[config.mk]
export PLATFORM = sky130hd
export DESIGN_NAME = frame_capture_sched
export DESIGN_NICKNAME = d
export VERILOG_FILES = /design/src/rtl/fcs_pkg.sv /design/src/rtl/frame_capture_sched_edge_sync.sv /design/src/rtl/frame_capture_sched.sv
export SDC_FILE = /design/constraint.sdc
export NUM_CORES = 1
export LEC_CHECK = 0
export ABC_AREA = 1
export BUFFER_PORTS_ARGS = -buffer_cell sky130_fd_sc_hd__buf_2
export CAP_MARGIN = 10
export CORE_MARGIN = 3
export CORE_UTILIZATION = 45
export DETAILED_ROUTE_END_ITERATION = 16
export HOLD_SLACK_MARGIN = 0.1
export MAX_ROUTING_LAYER = met4
export PLACE_DENSITY = 0.7
export SLEW_MARGIN = 15
export SYNTH_ARGS = -nofsm -noshare
export SYNTH_HDL_FRONTEND = slang
export SYNTH_HIERARCHICAL = 1
export SYNTH_SLANG_ARGS = --single-unit
[constraint.sdc]
create_clock -name clk -period 2.14 [get_ports clk]
set_clock_uncertainty 0.05 [all_clocks]
set_input_delay 0.214 -clock clk [delete_from_list [all_inputs] [get_ports clk]]
set_output_delay 0.214 -clock clk [all_outputs]
set_load 0.02 [all_outputs]
[src/rtl/fcs_pkg.sv]
// Shared definitions for the frame capture scheduler: FSM encoding and error codes.
package fcs_pkg;

    typedef enum logic [1:0] {
        ST_IDLE    = 2'd0,
        ST_ARM     = 2'd1,
        ST_CAPTURE = 2'd2,
        ST_DONE    = 2'd3
    } fcs_state_t;

    localparam logic [1:0] ERR_NONE    = 2'b00;
    localparam logic [1:0] ERR_TIMEOUT = 2'b01;
    localparam logic [1:0] ERR_LINES   = 2'b10;

endpackage

[src/rtl/frame_capture_sched_edge_sync.sv]
// Two-flop synchroniser for an asynchronous camera strobe, followed by a
// rising-edge detector producing a single-cycle pulse in the clk domain.
module edge_sync (
    input  logic clk,
    input  logic reset,
    input  logic din,
    output logic rise
);

    logic sync1_q, sync1_d;
    logic sync2_q, sync2_d;
    logic prev_q,  prev_d;

    always_comb begin
        sync1_d = din;
        sync2_d = sync1_q;
        prev_d  = sync2_q;
    end

    always_ff @(posedge clk or posedge reset) begin
        if (reset) begin
            sync1_q <= 1'b0;
            sync2_q <= 1'b0;
            prev_q  <= 1'b0;
        end else begin
            sync1_q <= sync1_d;
            sync2_q <= sync2_d;
            prev_q  <= prev_d;
        end
    end

    // Pulse is consumed by downstream logic on the third clk edge after din rises.
    assign rise = sync2_q & ~prev_q;

endmodule

[src/rtl/frame_capture_sched.sv]
// Sequences one camera frame capture per host request: frame skipping, a
// one-frame capture window with line counting, and a watchdog for stalled sensors.
module frame_capture_sched
    import fcs_pkg::*;
#(
    parameter int SKIP_W    = 4,
    parameter int LINE_W    = 10,
    parameter int EXP_LINES = 480,
    parameter int TMO_W     = 24
) (
    input  logic              clk,
    input  logic              reset,
    input  logic              vsync,
    input  logic              href,
    input  logic              start,
    input  logic [SKIP_W-1:0] skip_frames,
    output logic              busy,
    output logic              frame_en,
    output logic [LINE_W-1:0] line_cnt,
    output logic              done,
    output logic              error,
    output logic [1:0]        err_code
);

    localparam logic [LINE_W-1:0] LINE_MAX  = {LINE_W{1'b1}};
    localparam logic [LINE_W-1:0] EXP_CNT   = LINE_W'(EXP_LINES);
    localparam logic [TMO_W-1:0]  WDOG_LAST = {{(TMO_W-1){1'b1}}, 1'b0};

    logic v_rise;
    logic h_rise;

    edge_sync u_vsync_sync (
        .clk   (clk),
        .reset (reset),
        .din   (vsync),
        .rise  (v_rise)
    );

    edge_sync u_href_sync (
        .clk   (clk),
        .reset (reset),
        .din   (href),
        .rise  (h_rise)
    );

    fcs_state_t        state_q,    state_d;
    logic [SKIP_W-1:0] skip_cnt_q, skip_cnt_d;
    logic [LINE_W-1:0] line_cnt_q, line_cnt_d;
    logic [TMO_W-1:0]  wdog_q,     wdog_d;
    logic              error_q,    error_d;
    logic [1:0]        err_code_q, err_code_d;
    logic              done_q,     done_d;
    logic              frame_en_q, frame_en_d;
    logic              busy_q,     busy_d;
    logic              timeout;

    always_comb begin
        state_d    = state_q;
        skip_cnt_d = skip_cnt_q;
        line_cnt_d = line_cnt_q;
        wdog_d     = wdog_q;
        error_d    = error_q;
        err_code_d = err_code_q;
        timeout    = 1'b0;

        unique case (state_q)
            ST_IDLE: begin
                if (start) begin
                    state_d    = ST_ARM;
                    skip_cnt_d = skip_frames;
                    line_cnt_d = '0;
                    error_d    = 1'b0;
                    err_code_d = ERR_NONE;
                    wdog_d     = '0;
                end
            end
            ST_ARM, ST_CAPTURE: begin
                // A vsync edge always wins over the watchdog terminal count.
                if (v_rise) begin
                    wdog_d = '0;
                    if (state_q == ST_ARM) begin
                        if (skip_cnt_q == '0) begin
                            state_d = ST_CAPTURE;
                        end else begin
                            skip_cnt_d = skip_cnt_q - SKIP_W'(1);
                        end
                    end else begin
                        state_d = ST_DONE;
                        if (line_cnt_q != EXP_CNT) begin
                            error_d    = 1'b1;
                            err_code_d = ERR_LINES;
                        end
                    end
                end else if (wdog_q == WDOG_LAST) begin
                    timeout    = 1'b1;
                    state_d    = ST_IDLE;
                    wdog_d     = '0;
                    error_d    = 1'b1;
                    err_code_d = ERR_TIMEOUT;
                end else begin
                    wdog_d = wdog_q + TMO_W'(1);
                    if (state_q == ST_CAPTURE && h_rise && line_cnt_q != LINE_MAX) begin
                        line_cnt_d = line_cnt_q + LINE_W'(1);
                    end
                end
            end
            ST_DONE: begin
                state_d = ST_IDLE;
            end
            default: begin
                state_d = ST_IDLE;
            end
        endcase

        done_d     = (state_d == ST_DONE) || timeout;
        frame_en_d = (state_d == ST_CAPTURE);
        busy_d     = (state_d != ST_IDLE);
    end

    always_ff @(posedge clk or posedge reset) begin
        if (reset) begin
            state_q    <= ST_IDLE;
            skip_cnt_q <= '0;
            line_cnt_q <= '0;
            wdog_q     <= '0;
            error_q    <= 1'b0;
            err_code_q <= ERR_NONE;
            done_q     <= 1'b0;
            frame_en_q <= 1'b0;
            busy_q     <= 1'b0;
        end else begin
            state_q    <= state_d;
            skip_cnt_q <= skip_cnt_d;
            line_cnt_q <= line_cnt_d;
            wdog_q     <= wdog_d;
            error_q    <= error_d;
            err_code_q <= err_code_d;
            done_q     <= done_d;
            frame_en_q <= frame_en_d;
            busy_q     <= busy_d;
        end
    end

    assign busy     = busy_q;
    assign frame_en = frame_en_q;
    assign line_cnt = line_cnt_q;
    assign done     = done_q;
    assign error    = error_q;
    assign err_code = err_code_q;

endmodule

# [After elaboration in Yosys (flattened, before gate mapping)]
# Cells that the tools add are included.
[word_totals] ff_bits=52 latchBits=0 ramBits=0 mem_bits_ro=0 in_bits=9 out_inout_bits=16 wordCells=87 memories=0
[op_classes] add_sub_neg=3 multipliers=0 div=0 order_cmp=0 eq_ne=18 n_shift=0 n_mux=35 bitwise=4 reduce_logical=12
[ops] operator="24-bit two-way mux" count=3
[ops] operator="24-bit case mux with 2 select lines" count=1
[ops] operator="10-bit two-way mux" count=4
[ops] operator="24-bit by 1-bit adder with 24-bit output, second input constant" count=1
[ops] operator="24-bit equality test, second input constant" count=1
[ops] operator="2-bit two-way mux" count=10
[ops] operator="10-bit case mux with 2 select lines" count=1
[ops] operator="4-bit two-way mux" count=4
[ops] operator="5-bit AND reduction" count=3
[ops] operator="2-bit != test, second input constant" count=6
[ops] operator="10-bit by 1-bit adder with 10-bit output, second input constant" count=1
[ops] operator="10-bit != test, second input constant" count=1
[ops] operator="10-bit by 9-bit != test with 1-bit output, second input constant" count=1
[ops] operator="2-bit equality test, second input constant" count=4
[ops] operator="1-bit two-way mux" count=8
[ops] operator="4-bit case mux with 2 select lines" count=1
[ops] operator="3-bit != test, second input constant" count=2
[ops] operator="2-bit case mux with 3 select lines" count=1
[ops] operator="4-bit logical NOT" count=1
[ops] operator="2-bit case mux with 2 select lines" count=1
[ops] operator="2-bit nonzero test" count=2
[ops] operator="4-bit by 1-bit subtractor with 4-bit output, second input constant" count=1
[ops] operator="3-bit by 2-bit != test with 1-bit output, second input constant" count=1
[ops] operator="1-bit bitwise AND" count=2
[ops] operator="other kinds (9)" count=11

# [Longest topological paths before layout]
# Gate-level depths: netlist (run 1).
[depth] ltp_word=8 depth_mapped=13 depth_no_buf=13

# [Cells and area by module]
# Netlist (run 1), hierarchy kept.
[by_module_without_submodules] mod="frame_capture_sched" n_inst=1 cells_each=356 area_each_um2=2672.6 seq_area_each_um2=1151.1
[by_module_without_submodules] mod="edge_sync" n_inst=2 cells_each=6 area_each_um2=88.8 seq_area_each_um2=75.1

# [Worst setup path before layout (run 1)]
# OpenSTA, ideal clock, no wires.
[synth_path] kind="register to register" start="register state_q[0]" end="register wdog_q[19]" setup_time_ns=0.086 arrival_time_ns=1.688 t_required_ns=2.004 setup_slack_ns=0.316 path_stages_with_launch=12 n_path_buf=1 period_less_slack_ns=1.824 cell_sequence="dfrtp_1 > inv_1 > ha_1 > buf_2 > nand2_1 > nand2_4 > nand2_2 > nor2_4 > nand2_1 > nor2_1 > a21oi_1 > nor3_1"
[synth_via] elab_chain_len=4 word_cells_on_any_way=8 classes_between="eq/ne: 3; mux: 1; reduce/logical: 4"
[synth_rtl] item="start: declaration" line_no="frame_capture_sched.sv:46" text="fcs_state_t state_q, state_d;"
[synth_rtl] item="start signal: assignment" line_no="frame_capture_sched.sv:132" text="state_q <= state_d;"
[synth_rtl] item="2-bit by 1-bit equality test with 1-bit output or 2-bit equality test (tied branches)" line_no="frame_capture_sched.sv:66" text="unique case (state_q)"
[synth_rtl] item="2-bit OR reduction" line_no="frame_capture_sched.sv:66"
[synth_rtl] item="2-bit nonzero test (no source line)"
[synth_rtl] item="2-bit AND reduction (no source line)"
[synth_rtl] item="end signal: assignment" line_no="frame_capture_sched.sv:135" text="wdog_q <= wdog_d;"
[synth_rtl] item="end: declaration" line_no="frame_capture_sched.sv:49" text="logic [TMO_W-1:0] wdog_q, wdog_d;"
# Parallel ways exist; a longest one is shown, timed or not.
# A chain may end at the register's enable or synchronous reset.

# [Worst setup path after layout (run 1)]
[layout_path] start="register wdog_q[0]" end="register wdog_q[20]"
[layout_via] elab_chain_len=4 word_cells_on_any_way=5 classes_between="add/sub: 1; eq/ne: 1; mux: 3"
[layout_rtl] item="24-bit by 1-bit adder with 24-bit output or 24-bit equality test (tied branches)" line_no="frame_capture_sched.sv:101, frame_capture_sched.sv:94"
[layout_rtl] item="24-bit two-way mux *" line_no="frame_capture_sched.sv:94" text="end else if (wdog_q == WDOG_LAST) begin"
[layout_rtl] item="24-bit two-way mux *" line_no="frame_capture_sched.sv:79" text="if (v_rise) begin"
[layout_rtl] item="24-bit case mux with 2 select lines *" line_no="frame_capture_sched.sv:66"
# Every way passes the cells marked *; elsewhere a longest branch is shown, timed or not.

==> impl_metrics.ini, run 1 <==
[final_layout]
drive_gt1_share_pct = 16.9
final_common_cell = nand2_1
finalNetCount = 424
syn_to_final_growth_pct = 14.0
final_cells = 483
most-common-layout-cells = nand2_1, dfrtp_1, inv_1, nor2_1, o21ai_0
insertedDiodeCount = 0

[clocking]
cts_max_path_buffers = 2
clkSinkCount = 52
cts_tree = yes
clk-insertion-delay-late_ps = 310
cts_root_buf = clkbuf_8
cts_buffers = 5
clk_pin_slew_ps = 100
htreeDepth = 2

[routing]
wl_met3_um = 185
wl_per_cell_um = 12.5
via_count = 2417
dr_wl_met2_um = 3000
drt_iter0_drc = 117
wl_met1_um = 2800
drcViolationCount = 0
highest_layer = met4
first_pass_iters = 4
antenna_left = 0
drt_wl_total_um = 6050
routed_via_density = 5.00

[logic_synthesis]
synthFlopType = dfrtp_1
synth_area_per_cell_sq_um = 7.75
yosysSeqAreaShare_pct = 45.7
yosysTopAreaCellShare_pct = 45.7
yosys-top-cells-area = dfrtp_1, nand2_1, nor2_1, inv_1, o21ai_0
syn_nets = 385
synth_warnings = 6
synth_area_sq_mm = 0.00285
syn_inst = 368
synth_seq_cells = 52
synth.largest_area_cell = dfrtp_1
ys_types = 34
synth_edf_count = 0
synth-async-reset-ratio_pct = 100

[power]
irDropWorstVdd_mv = 0.515
leakage_nw = 1.49
cellPowerDensity_mw_per_mm2 = 1090

[place]
gp_congestion = 0.883
port_buffers = 24
dp_hpwl_um = 4480
dp.cells = 469

[timing]
setup_viol = 0
fmax_ghz = 0.505
min_period_ps = 1980
worst-slew-pin-transition_ps = 586
worst_slew_margin_rel_pct = 60.9
fin_crit_sh_pct = 92.4
rsz0062_at_grt = true
hold_ws_ps = 117
finalMaxSlewViolations = 0
hold_viol_final = 0

[run]
drv_cap = 0

[worst_setup_path]
worstPathMaxFanout = 6
cp-endpoint = wdog_q[20]$_DFFE_PP0P_
cpLargestDelayFamily = buffers and inverters
r2r_slack_ps = 160
crit_type = reg -> reg
path_depth = 11
rr_endpoint = wdog_q[20]$_DFFE_PP0P_
required_ps = 2300
cp_cell_sequence = inv_1 -> ha_1 -> inv_1 -> nor2_1 -> nand2_2 -> nor2_2 -> nand2_2 -> a21oi_4 -> buf_2 -> buf_4 -> nor2_1
slowest_delay_ps = 410
crit_arrival_ps = 2140
end_kind = flop
worstReg2RegStart = wdog_q[0]$_DFFE_PP0P_
startpoint = wdog_q[0]$_DFFE_PP0P_
cp-start-kind = flop
crit_buf_inv = 4
reg2regPathDepth = 11
slowest_stage = dfrtp_1

[floorplan]
die_h_um = 85.6
die_area_sq_mm = 0.00732
row_count = 28
core_area_sq_mm = 0.00603
ios = 25
dieWidth_um = 85.6
initial_core_util_pct = 47.3

[min_path]
hold_path.class = in -> reg
hold_path.startpoint = skip_frames[1]

[global_route]
grt_pass1_wl_um = 10500
grt_overflow = 0
grt_max_degree = 47
grt_pass1_vias = 2328
antenna_found_initial = 0
grtUsageTotal_pct = 18.3

[outcome]
outcome = finished clean
-- tightest hold or removal path, stage by stage --
cell,delay [ps]
buf_2,70
o211ai_1,70
o21ai_0,80
-- synthesized netlist by cell type (all sizes together) (2+ instances only) --
library cell	instances
nand2	92
nor2	54
dfrtp	52
inv	47
o21ai	35
nand3	25
a21oi	13
ha	8
nor3	8
nand4	7
buf	5
xnor2	5
xor2	3
nor4	2
o21bai	2
-- metrics by stage --
stage          power (mW)  util, %  TNS, ps  cell area [sq um]  worst slack [ps]
2_1_floorplan        2.44        -        0               2850               316
3_3_place_gp         2.86     51.3        0               3090               184
3_5_place_dp         2.91     51.3        0               3090              81.5
4_1_cts              3.49     53.3        0               3210              70.1
5_1_grt              3.85     53.9    -46.2               3250             -31.2
6_report             3.56     53.9        0               3250               162
-- what timing repair did --
action                                  in CTS  in global routing
resized for setup                            0                  7
endpoints found under the setup margin       0                 11
setup buffers                                0                  3
hold endpoints to repair                    54                  0
hold buffers                                 3                  0
-- how the worst min path moves through the flow --
stage                                               end  slack (ps)  cells past startpoint
after floorplan            u_href_sync/prev_d$_DFF_PP0_         -80                      1
after global placement    u_href_sync/sync1_q$_DFF_PP0_          60                      2
after detailed placement   u_href_sync/prev_d$_DFF_PP0_          60                      2
after CTS                     skip_cnt_q[1]$_DFFE_PP0P_         100                      3
after global routing          skip_cnt_q[1]$_DFFE_PP0P_         130                      3
final                         skip_cnt_q[1]$_DFFE_PP0P_         120                      3
-- state kept, by name, summed over array words and instances, names as in the netlist, 2 cells and up --
| signal | count |
|---|---|
| wdog_q | 24 |
| line_cnt | 10 |
| state_q | 2 |
| err_code | 2 |
| skip_cnt_q | 4 |
-- layer usage --
metal / vias up / global-route usage [%]
met5: - / -
met4: 0 / 5.32
met3: 6 / 3.17
met2: 30 / 30.3
met1: 1123 / 23.1
li1: 1258 / -
-- layout make-up --
type,instances,area [sq um]
Clock buffer,5,68.8
Multi-Input combinational cell,263,1350
Inverter,47,176
Sequential cell,52,1300
Tap cell,75,93.8
Timing Repair Buffer,38,234
Clock inverter,3,23.8
Fill cell,569,2780
-- cells by family after synthesis --
logic type               synth area share (%)
AO/OA/AOI/OAI                            10.9
AND/OR/NAND/NOR                          30.0
XOR/XNOR                                 2.46
flip-flops                               45.7
buffers and inverters                    7.42
adder cells (fa/ha/maj)                  3.51
-- power breakdown --
| part | switching [mW] | internal (mW) |
|---|---|---|
| clock network | 0.336 | 0.232 |
| logic | 1.13 | 0.610 |
| registers | 0.110 | 1.14 |
No activity file was read; power rests on OpenSTA's default activity.
==> inputs of run 2 (changes only) <==
--- a/config.mk
+++ b/config.mk
@@ -17,5 +17,4 @@
 export SLEW_MARGIN = 15
 export SYNTH_ARGS = -nofsm -noshare
 export SYNTH_HDL_FRONTEND = slang
-export SYNTH_HIERARCHICAL = 1
 export SYNTH_SLANG_ARGS = --single-unit
==> run 2 against run 1 <==
Net effect: synthesized cell count rose by 8.4%; non-clock buffer count decreased by 3; count of clock-buffer cells in the layout grew 3; largest power group unchanged; combinational power about the same; synthesized area increased by 4.8%.
==> impl_metrics.ini, run 2 <==
[logic_synthesis]
synthFlopType = dfrtp_1
synth-async-reset-ratio_pct = 100
yosysSeqAreaShare_pct = 43.6
syn_nets = 418
synth_most_common_cell = nand2_1
synth_seq_cells = 52
synth.largest_area_cell = dfrtp_1
synth_area_sq_mm = 0.00299
ys_top_cells_by_count = nand2_1, nor2_1, dfrtp_1
synth_area_per_cell_sq_um = 7.49
synth_warnings = 0
yosys-top-cells-area = dfrtp_1, nand2_1, nor2_1, inv_1, ha_1
syn_inst = 399
yosysTopAreaCellShare_pct = 43.6
ys_types = 30
synth_edf_count = 0

[routing]
via_count = 2543
drt_iter0_drc = 144
antenna_left = 0
first_pass_iters = 4
drcViolationCount = 0
drt_wl_total_um = 6280
routed_via_density = 4.95
wl_per_cell_um = 12.2

[timing]
fmax_ghz = 0.510
worst_slew_margin_rel_pct = 69.1
fin_crit_sh_pct = 91.6
worst-slew-pin-transition_ps = 462
fin_ws_ps = 179
finalMaxSlewViolations = 0
hold_viol_final = 0
setup_viol = 0
min_period_ps = 1960

[floorplan]
die_area_sq_mm = 0.00765
initial_core_util_pct = 46.8
core_area_sq_mm = 0.00639
dieWidth_um = 87.5
row_count = 29
ios = 25
die_h_um = 87.5

[global_route]
grt_max_degree = 24
grt_overflow = 0
grt_pass1_wl_um = 11100
antenna_found_initial = 0
grt_pass1_vias = 2523
grtUsageTotal_pct = 18.8

[run]
drv_cap = 0

[place]
dp.cells = 503
dp_worst_setup_slack_ps = 149
gp_congestion = 0.871
dp_hpwl_um = 4730
port_buffers = 24

[worst_setup_path]
worstPathMaxFanout = 9
required_ps = 2300
r2r_slack_ps = 180
slowest_delay_ps = 410
slowest_stage = dfrtp_1
crit_type = reg -> reg
path_common_cell = nand2_1
end_kind = flop
crit_arrival_ps = 2120
cp_cell_sequence = inv_1 -> ha_2 -> nand2_2 -> nand2_4 -> nor2_2 -> nand2_1 -> nor2_2 -> nand2_1 -> nor2_1 -> nand2_1 -> nand2_1 -> nor2_1
cp-start-kind = flop

[clocking]
cts_root_buf = clkbuf_8
clkSinkCount = 52
clk-insertion-delay-late_ps = 310
cts_max_path_buffers = 2
cts_buffers = 5
cts_tree = yes
clk_pin_slew_ps = 90
htreeDepth = 2

[final_layout]
drive_gt1_share_pct = 13.7
final_cells = 514
top_register = wdog_q
largest_reg_flops = 24
final_common_cell = nand2_1
finalNetCount = 455
syn_to_final_growth_pct = 12.5
insertedDiodeCount = 0
most-common-layout-cells = nand2_1, nor2_1, dfrtp_1

[power]
leakage_nw = 1.68
cellPowerDensity_mw_per_mm2 = 1070
irDropWorstVdd_mv = 0.726

[min_path]
hold_path.class = in -> reg

[outcome]
outcome = finished clean
==> run 2: cell count changes in the layout (fill, tap and decap cells not counted), sizes merged, moves of 3 or more <==
cell	before	now
clkbuf	5	8
nor2	54	65
nand2	92	123
xor2	3	13
buf	35	32
nor3	8	12
o21ai	35	12
==> run 2: final cells by class <==
class | count | area (sq um)
inverters | 49 | 191
multi-input cells | 293 | 1470
repair buffers | 35 | 210
well taps | 77 | 96.3
fillers | 643 | 3030
clock buffers | 8 | 90.1
flip-flops and latches | 52 | 1300
==> run 2: timing repair <==
item | CTS | global route
buffers inserted | 0 | 0
hold buffers | 3 | 0
setup endpoints to repair | 0 | 19
hold endpoints to repair | 23 | 0
resized for setup | 0 | 5
==> run 2: worst paths after layout <==
check	from	cells past startpoint	endpoint
setup / recovery	state_q[1]$_DFF_PP0_	12	wdog_q[20]$_DFFE_PP0P_
hold / removal	start	4	busy$_DFF_PP0_
setup reg to reg	state_q[1]$_DFF_PP0_	12	wdog_q[20]$_DFFE_PP0P_
hold reg to reg	u_href_sync.sync1_q$_DFF_PP0_	0	u_href_sync.prev_d$_DFF_PP0_
max in group asynchronous	reset	4	line_cnt[3]$_DFFE_PP0P_
min in group asynchronous	reset	3	u_vsync_sync.sync1_q$_DFF_PP0_
==> run 2: per-stage QoR <==
| step | utilization [%] | cell area, sq um | total power, mW | setup TNS [ps] | hold WS, ps |
|---|---|---|---|---|---|
| finish | 52.6 | 3360 | 3.58 | 0 | 156 |
| global route | 52.6 | 3360 | 3.89 | -5.50 | 194 |
| CTS | 52.4 | 3350 | 3.56 | 0 | 151 |
| detailed placement | 50.5 | 3230 | 2.97 | 0 | 214 |
| global placement | 50.5 | 3230 | 2.94 | 0 | 217 |
| floorplan | - | 2990 | 2.52 | 0 | 195 |
==> run 2: power by group <==
part           switching (mW)  internal (mW)  leakage [nW]
Combinational            1.20          0.574         0.941
Sequential              0.105           1.13         0.695
Clock                   0.312          0.264        0.0455
==> run 2: metal layers <==
layer / wire length (um) / up-vias / GRT usage [%]
met3: 199 / 7 / 3.31
li1: - / 1322 / -
met1: 3080 / 1176 / 24.4
met2: 2910 / 38 / 29.8
met4: 85 / 0 / 6.28
met5: 0 / - / -
==> run 2: logic make-up after synthesis <==
family                     count (synthesis)  share of synthesized area (%)
AOI/OAI and AO/OA                         28                           4.94
and+or+nand+nor                          239                           35.0
xor gates and xnor gates                  16                           4.69
buffers and inverters                     54                           7.58
DFF                                       52                           43.6
adders and majority gates                 10                           4.19
==> run 2: critical path, delay by kind of cell (launching register included) <==
kind	cells	cell delay [ps]
adders and majority gates	1	220
DFF	1	410
buffers and inverters	1	110
and+or+nand+nor	10	1050
